File: src/rtl/seg7_pkg.sv
// -----------------------------------------------------------------------------
// seg7_pkg
//   Shared 7-segment display definitions for the display designs.
//   Segment vectors are ordered gfedcba (bit 0 = segment a), active-high.
//
//   Contents:
//     seg7_t       7-bit segment vector type
//     hex_t        4-bit hex digit type
//     SEG_0..SEG_F glyphs for the hex digits 0-F
//     SEG_BLANK    all segments off
// -----------------------------------------------------------------------------
package seg7_pkg;

   typedef logic [6:0] seg7_t;
   typedef logic [3:0] hex_t;

   localparam seg7_t SEG_0     = 7'h3F;
   localparam seg7_t SEG_1     = 7'h06;
   localparam seg7_t SEG_2     = 7'h5B;
   localparam seg7_t SEG_3     = 7'h4F;
   localparam seg7_t SEG_4     = 7'h66;
   localparam seg7_t SEG_5     = 7'h6D;
   localparam seg7_t SEG_6     = 7'h7D;
   localparam seg7_t SEG_7     = 7'h07;
   localparam seg7_t SEG_8     = 7'h7F;
   localparam seg7_t SEG_9     = 7'h6F;
   localparam seg7_t SEG_A     = 7'h77;
   localparam seg7_t SEG_B     = 7'h7C;
   localparam seg7_t SEG_C     = 7'h39;
   localparam seg7_t SEG_D     = 7'h5E;
   localparam seg7_t SEG_E     = 7'h79;
   localparam seg7_t SEG_F     = 7'h71;
   localparam seg7_t SEG_BLANK = 7'h00;

endpackage : seg7_pkg

File: src/rtl/seg7_hex_decoder.sv
// -----------------------------------------------------------------------------
// seg7_hex_decoder
//   Purely combinational hex digit to 7-segment glyph decoder.
//
//   Ports:
//     i_hex  in   4  hex digit 0-F
//     o_seg  out  7  segments gfedcba, active-high, bit 0 = a
// -----------------------------------------------------------------------------
module seg7_hex_decoder
   import seg7_pkg::*;
(
   input  logic [3:0] i_hex,
   output logic [6:0] o_seg
);

   always_comb begin
      // NOTE: o_seg gets a value on every path (default arm below); a path
      // that leaves a combinational output unassigned infers a latch.
      o_seg = SEG_BLANK;
      case (i_hex)
         4'h0:    o_seg = SEG_0;
         4'h1:    o_seg = SEG_1;
         4'h2:    o_seg = SEG_2;
         4'h3:    o_seg = SEG_3;
         4'h4:    o_seg = SEG_4;
         4'h5:    o_seg = SEG_5;
         4'h6:    o_seg = SEG_6;
         4'h7:    o_seg = SEG_7;
         4'h8:    o_seg = SEG_8;
         4'h9:    o_seg = SEG_9;
         4'hA:    o_seg = SEG_A;
         4'hB:    o_seg = SEG_B;
         4'hC:    o_seg = SEG_C;
         4'hD:    o_seg = SEG_D;
         4'hE:    o_seg = SEG_E;
         4'hF:    o_seg = SEG_F;
         default: o_seg = SEG_BLANK;
      endcase
   end

endmodule : seg7_hex_decoder

File: src/rtl/tt_um_seg_counter.sv
// -----------------------------------------------------------------------------
// tt_um_seg_counter
//   Tiny Tapeout user design: a single hex digit on the 7-segment display that
//   counts up or down once every CLK_DIV clocks, wraps at MAX_DIGIT, and can be
//   loaded from ui_in[7:4] on a rising edge of the (asynchronous) load strobe.
//   The decimal point blinks by toggling on every count tick.
//
//   Parameters:
//     CLK_DIV    clk cycles per count tick (>= 2)
//     MAX_DIGIT  highest count value (1..15); wrap point
//
//   Ports:
//     clk      in   1  system clock
//     rst_n    in   1  asynchronous active-low reset
//     ena      in   1  design selected; low freezes everything but the sync
//     ui_in    in   8  [0] load strobe (async), [1] down, [2] pause,
//                      [7:4] load value
//     uo_out   out  8  [6:0] segments gfedcba, [7] decimal point (registered)
//     uio_in   in   8  unused
//     uio_out  out  8  [3:0] current count, [7:4] zero
//     uio_oe   out  8  constant 8'h0F
// -----------------------------------------------------------------------------
module tt_um_seg_counter
   import seg7_pkg::*;
#(
   parameter int CLK_DIV   = 10_000_000,
   parameter int MAX_DIGIT = 15
)(
   input  logic [7:0] ui_in,
   output logic [7:0] uo_out,
   input  logic [7:0] uio_in,
   output logic [7:0] uio_out,
   output logic [7:0] uio_oe,
   input  logic       ena,
   input  logic       clk,
   input  logic       rst_n
);

   localparam int              PRESC_W    = $clog2(CLK_DIV);
   localparam logic [PRESC_W-1:0] PRESC_LAST = PRESC_W'(CLK_DIV - 1);
   localparam hex_t            MAX_VAL    = 4'(MAX_DIGIT);

   // Load strobe synchronizer and rising-edge detector.
   logic               r_load_sync1;
   logic               r_load_sync2;
   logic               r_load_prev;

   logic [PRESC_W-1:0] r_presc;
   hex_t               r_count;
   logic               r_dp;
   logic [7:0]         r_uo_out;

   logic               w_load;
   logic               w_run;
   logic               w_tick;
   hex_t               w_load_val;
   hex_t               w_count_next;
   logic [6:0]         w_seg;
   logic               w_unused;

   // -------------------------------------------------------------------------
   // Synchronizer: runs regardless of ena so the strobe history stays current.
   // A strobe edge sampled at edge N reaches r_load_sync2 at N+1, so the
   // one-cycle load pulse is consumed at edge N+2.
   // -------------------------------------------------------------------------
   always_ff @(posedge clk or negedge rst_n) begin
      // NOTE: state is updated with non-blocking assignments so every flop
      // samples pre-edge values; blocking here would collapse the
      // synchronizer chain into a single stage.
      if (!rst_n) begin
         r_load_sync1 <= 1'b0;
         r_load_sync2 <= 1'b0;
         r_load_prev  <= 1'b0;
      end else begin
         r_load_sync1 <= ui_in[0];
         r_load_sync2 <= r_load_sync1;
         r_load_prev  <= r_load_sync2;
      end
   end

   // A load pulse arriving while the design is deselected is dropped.
   assign w_load = ena & r_load_sync2 & ~r_load_prev;

   // Pause and direction are static controls, used without synchronization.
   assign w_run  = ena & ~ui_in[2];
   assign w_tick = w_run & (r_presc == PRESC_LAST);

   assign w_load_val = (ui_in[7:4] > MAX_VAL) ? MAX_VAL : ui_in[7:4];

   always_comb begin
      w_count_next = r_count;
      if (ui_in[1]) begin
         w_count_next = (r_count == 4'd0) ? MAX_VAL : r_count - 4'd1;
      end else begin
         w_count_next = (r_count == MAX_VAL) ? 4'd0 : r_count + 4'd1;
      end
   end

   // -------------------------------------------------------------------------
   // Prescaler, counter and blink. A load restarts the count period and takes
   // priority over a coincident tick, which is then lost (dp does not toggle).
   // -------------------------------------------------------------------------
   always_ff @(posedge clk or negedge rst_n) begin
      if (!rst_n) begin
         r_presc <= '0;
         r_count <= 4'd0;
         r_dp    <= 1'b0;
      end else if (w_load) begin
         r_presc <= '0;
         r_count <= w_load_val;
      end else if (w_tick) begin
         r_presc <= '0;
         r_count <= w_count_next;
         r_dp    <= ~r_dp;
      end else if (w_run) begin
         r_presc <= r_presc + 1'b1;
      end
   end

   seg7_hex_decoder u_decoder (
      .i_hex (r_count),
      .o_seg (w_seg)
   );

   // Display register: one cycle behind the count/dp registers.
   always_ff @(posedge clk or negedge rst_n) begin
      if (!rst_n) begin
         r_uo_out <= {1'b0, SEG_0};
      end else if (ena) begin
         r_uo_out <= {r_dp, w_seg};
      end
   end

   assign uo_out  = r_uo_out;
   assign uio_out = {4'h0, r_count};
   assign uio_oe  = 8'h0F;

   // Inputs with no function in this design.
   assign w_unused = ^{uio_in, ui_in[3]};

endmodule : tt_um_seg_counter

File: config.mk
export PLATFORM = sky130hd
export DESIGN_NAME = tt_um_seg_counter
export DESIGN_NICKNAME = d
export VERILOG_FILES = /design/src/rtl/seg7_pkg.sv /design/src/rtl/seg7_hex_decoder.sv /design/src/rtl/tt_um_seg_counter.sv
export SDC_FILE = /design/constraint.sdc
export NUM_CORES = 1
export LEC_CHECK = 0
export CAP_MARGIN = 20
export CELL_PAD_IN_SITES_DETAIL_PLACEMENT = 2
export CELL_PAD_IN_SITES_GLOBAL_PLACEMENT = 2
export CORE_MARGIN = 1
export CORE_UTILIZATION = 29
export CTS_CLUSTER_SIZE = 16
export DETAILED_ROUTE_END_ITERATION = 7
export GPL_TIMING_DRIVEN = 0
export PLACE_DENSITY_LB_ADDON = 0.1
export SYNTH_ARGS = -nofsm -noshare
export SYNTH_HDL_FRONTEND = slang
export SYNTH_SLANG_ARGS = --single-unit
File: constraint.sdc
create_clock -name clk -period 1.9 [get_ports clk]
set_input_delay 0.475 -clock clk [delete_from_list [all_inputs] [get_ports clk]]
set_output_delay 0.475 -clock clk [all_outputs]
set_load 0.02 [all_outputs]
==> impl_metrics.py <==
metrics = {
    "logic_synthesis": {
        "ys_seq_area_share_pct": 43.4,
        "yosysTopAreaCellShare_pct": 36.6,
        "postSynthCellCount": 248,
        "avgSynthCellArea_um2": 9.37,
        "yosys.cell_types.count": 41,
        "synth_area_leader_cell": "dfrtp_1",
        "yosysWarnings": 0,
        "syn_area_um2": 2320,
        "synth-seq-cells": 40,
        "yosys-top-cells-area": "dfrtp_1 37%, xor2_1 7.2%, dfstp_2 6.8%, nor2_1 5.7%, ha_1 4.8%",
    },
    "floorplan": {
        "rows": 32,
        "start_util_pct": 30.1,
        "die_w_um": 91.5,
        "dieArea_um2": 8380,
        "core_um2": 7730,
        "io_pins": 43,
        "die_h_um": 91.5,
    },
    "global_route": {
        "grt_pass1_wl_um": 10300,
        "grt_usage_pct": 15.7,
        "antenna_found_initial": 0,
        "grt_max_degree": 39,
        "grt-ovfl-total": 0,
        "grt_pass1_vias": 1984,
    },
    "run_status": {
        "violations": "setup timing",
        "outcome": "finished with violations",
    },
    "clocking": {
        "numCtsBuffers": 5,
        "cts_max_level": 2,
        "cts-root-buf": "clkbuf_8",
        "clkSinkCount": 40,
        "worstSkewPairLatency_ps": 300,
        "clk_pin_slew_ps": 80,
        "clk_path_buf_depth": 2,
        "tritoncts": "done",
    },
    "drt": {
        "routed_via_density": 4.86,
        "drc": 0,
        "wl_met3_um": 174,
        "drt_first_pass_iters": 4,
        "wl_met2_um": 2830,
        "drt-met1-wl_um": 2950,
        "detail-route-antenna-nets": 0,
        "drtIter0Drc": 53,
        "maxUsedRoutingLayer": "met4",
        "vias": 1944,
        "routed_wl_um": 6070,
        "wl_per_cell_um": 15.2,
    },
    "timing": {
        "setup_tns_ps": -1030,
        "setup_ws_ps": -60.4,
        "tightest_slew_ps": 526,
        "setup_viol": 24,
        "rsz0062_at_grt": "true",
        "timing.final.crit_share_pct": 103,
        "fin_crit_ps": 1960,
        "skew_ps": 5.63,
        "drv_slew": 0,
        "fmax_mhz": 510,
        "max_slew_margin_pct": 64.6,
        "hold_viol_final": 0,
    },
    "power": {
        "intPower_mw": 1.85,
        "power_frac_clock_pct": 37.8,
        "powerDensity_nw_per_um2": 853,
        "fin_total_pwr_mw": 2.58,
        "switching_share_pct": 28.4,
        "p_sw_mw": 0.733,
        "pwr-share-seq_pct": 39.8,
        "p_leak_nw": 1.29,
        "ir_drop_mv": 0.364,
        "combinationalPowerShare_pct": 22.4,
    },
    "setup_path": {
        "critical_path.max_fanout": 8,
        "reg2regPathDepth": 6,
        "cp-end-kind": "flop",
        "worst_setup_path_start_kind": "flop",
        "critPathArrivalTime_ps": 2130,
        "critPathLaunch": "r_presc[16]",
        "crit_slowest_cell": "or4_4",
        "r2r_slack_ps": -60,
        "regToRegStartpoint": "r_presc[16]",
        "r2r-end": "r_count[1]",
        "crit_chain": "or4_4, nor4_4, buf_6, buf_6, mux2i_1, o21ai_1",
        "required_ps": 2070,
        "critPathBufInv": 2,
        "max_stage_delay_ps": 560,
        "cpMostUsedCell": "buf_6",
        "path_delay_family": "simple AND/OR/NAND/NOR gates",
        "path_class": "flop to flop",
    },
    "placement": {
        "gp_congestion": 0.777,
        "hpwl_um": 4160,
        "portBuffers": 19,
        "dpl_cell_area_um2": 2710,
    },
    "finish": {
        "fin_nets": 325,
        "antenna_cells": 0,
        "final_cell_area_um2": 3030,
        "fill_cells": 867,
        "layout-drive-gt1-share_pct": 22.1,
        "area_growth_pct": 30.2,
        "layout_common_cells": "35 x nor2_1, 29 x dfrtp_1, 24 x nand2_1",
        "layout_commonest_cell": "nor2_1",
    },
    "worst_hold_path": {
        "hp-class": "input port to asynchronous set/reset pin",
    },
    "flow_run": {
        "drv_cap": 0,
    },
}
-- timing repair --
action,CTS,global route
buffers inserted,8,4
endpoints found under the hold margin,0,0
hold buffers,0,0
endpoints found under the setup margin,39,30
pin swaps,6,4
resized for setup,23,6
-- Yosys cell counts (all sizes together) --
library cell	n
nor2b	1
a211oi	1
o21ai	12
nor2	35
nor3	3
mux2i	4
or3	1
and4	1
dfstp	6
nand3	14
o31ai	1
ha	9
dfrtp	34
o311ai	4
a41oi	1
buf	15
nand3b	1
clkbuf	5
or3b	1
nand2b	3
conb	2
a21oi	10
nand4	9
inv	9
nand2	25
a22oi	1
or4	2
xor2	19
nor3b	1
or2	1
nor4	3
xnor2	4
mux2	5
a2111oi	2
o211ai	1
a32oi	2
-- worst max path at each step --
| stage | end | slack, ps | cells after the start |
|---|---|---|---|
| 6_report | r_count[1] | -60 | 6 |
| 5_1_grt | r_presc[15] | -140 | 6 |
| 4_1_cts | r_count[1] | -100 | 8 |
| 3_5_place_dp | r_presc[5] | -820 | 6 |
| 3_3_place_gp | r_presc[9] | -830 | 6 |
| 2_1_floorplan | r_presc[9] | -110 | 7 |
-- power groups by stage --
stage / clock network, mW / logic [mW] / registers, mW
after global routing: 1.04 / 0.644 / 1.05
after global placement: 0 / 0.568 / 1.04
after floorplan: 0 / 0.290 / 1.09
final: 0.976 / 0.577 / 1.03
after detailed placement: 0 / 0.584 / 1.05
after CTS: 1.01 / 0.580 / 1.03
-- layout make-up --
class | count | area [um^2] | area share [%]
Inverter | 9 | 33.8 | 1.12
Tap cell | 102 | 128 | 4.22
Multi-Input combinational cell | 189 | 1240 | 41.1
Sequential cell | 40 | 1010 | 33.5
Clock inverter | 3 | 90.1 | 2.98
Timing Repair Buffer | 32 | 293 | 9.67
Buffer | 20 | 154 | 5.08
Clock buffer | 5 | 68.8 | 2.27
-- cells by family after synthesis --
kind of cell | after synthesis | share of synthesized area [%]
AND/OR/NAND/NOR | 101 | 21.3
flip-flops | 40 | 43.4
AO/OA/AOI/OAI | 35 | 9.96
buffers and inverters | 29 | 7.43
XOR/XNOR | 23 | 8.67
adder cells (fa/ha/maj) | 9 | 4.84
multiplexers | 9 | 4.14
other | 2 | 0.323
-- stage by stage --
stage          hold slack (ps)  setup slack, ps  instances  utilization [%]
3_3_place_gp               342             -829        379             34.9
6_report                   155            -60.4        400             39.2
3_5_place_dp               340             -822        380             35.1
4_1_cts                    148             -104        396             38.6
2_1_floorplan              179             -114        258                -
5_1_grt                    149             -144        400             39.2
-- worst reg2reg max path, delay by kind of cell (launching register included) --
family	cells	cell delay [ps]
compound gates	1	70
simple gates	2	860
flops	1	450
buf+inv	2	280
mux	1	160
-- flip-flops by register name (all words and copies together) (netlist names) --
name and flops:
r_load_sync2 1, r_count 4, r_load_sync1 1, r_dp 1, uo_out 8, r_presc 24, r_load_prev 1
-- metal layers --
metal / up-vias / track usage [%]
met5: - / 0
met4: 0 / 5.56
met3: 11 / 3.02
met2: 36 / 24.9
met1: 974 / 21.3
li1: 923 / -
No activity file was read; power rests on OpenSTA's default activity.
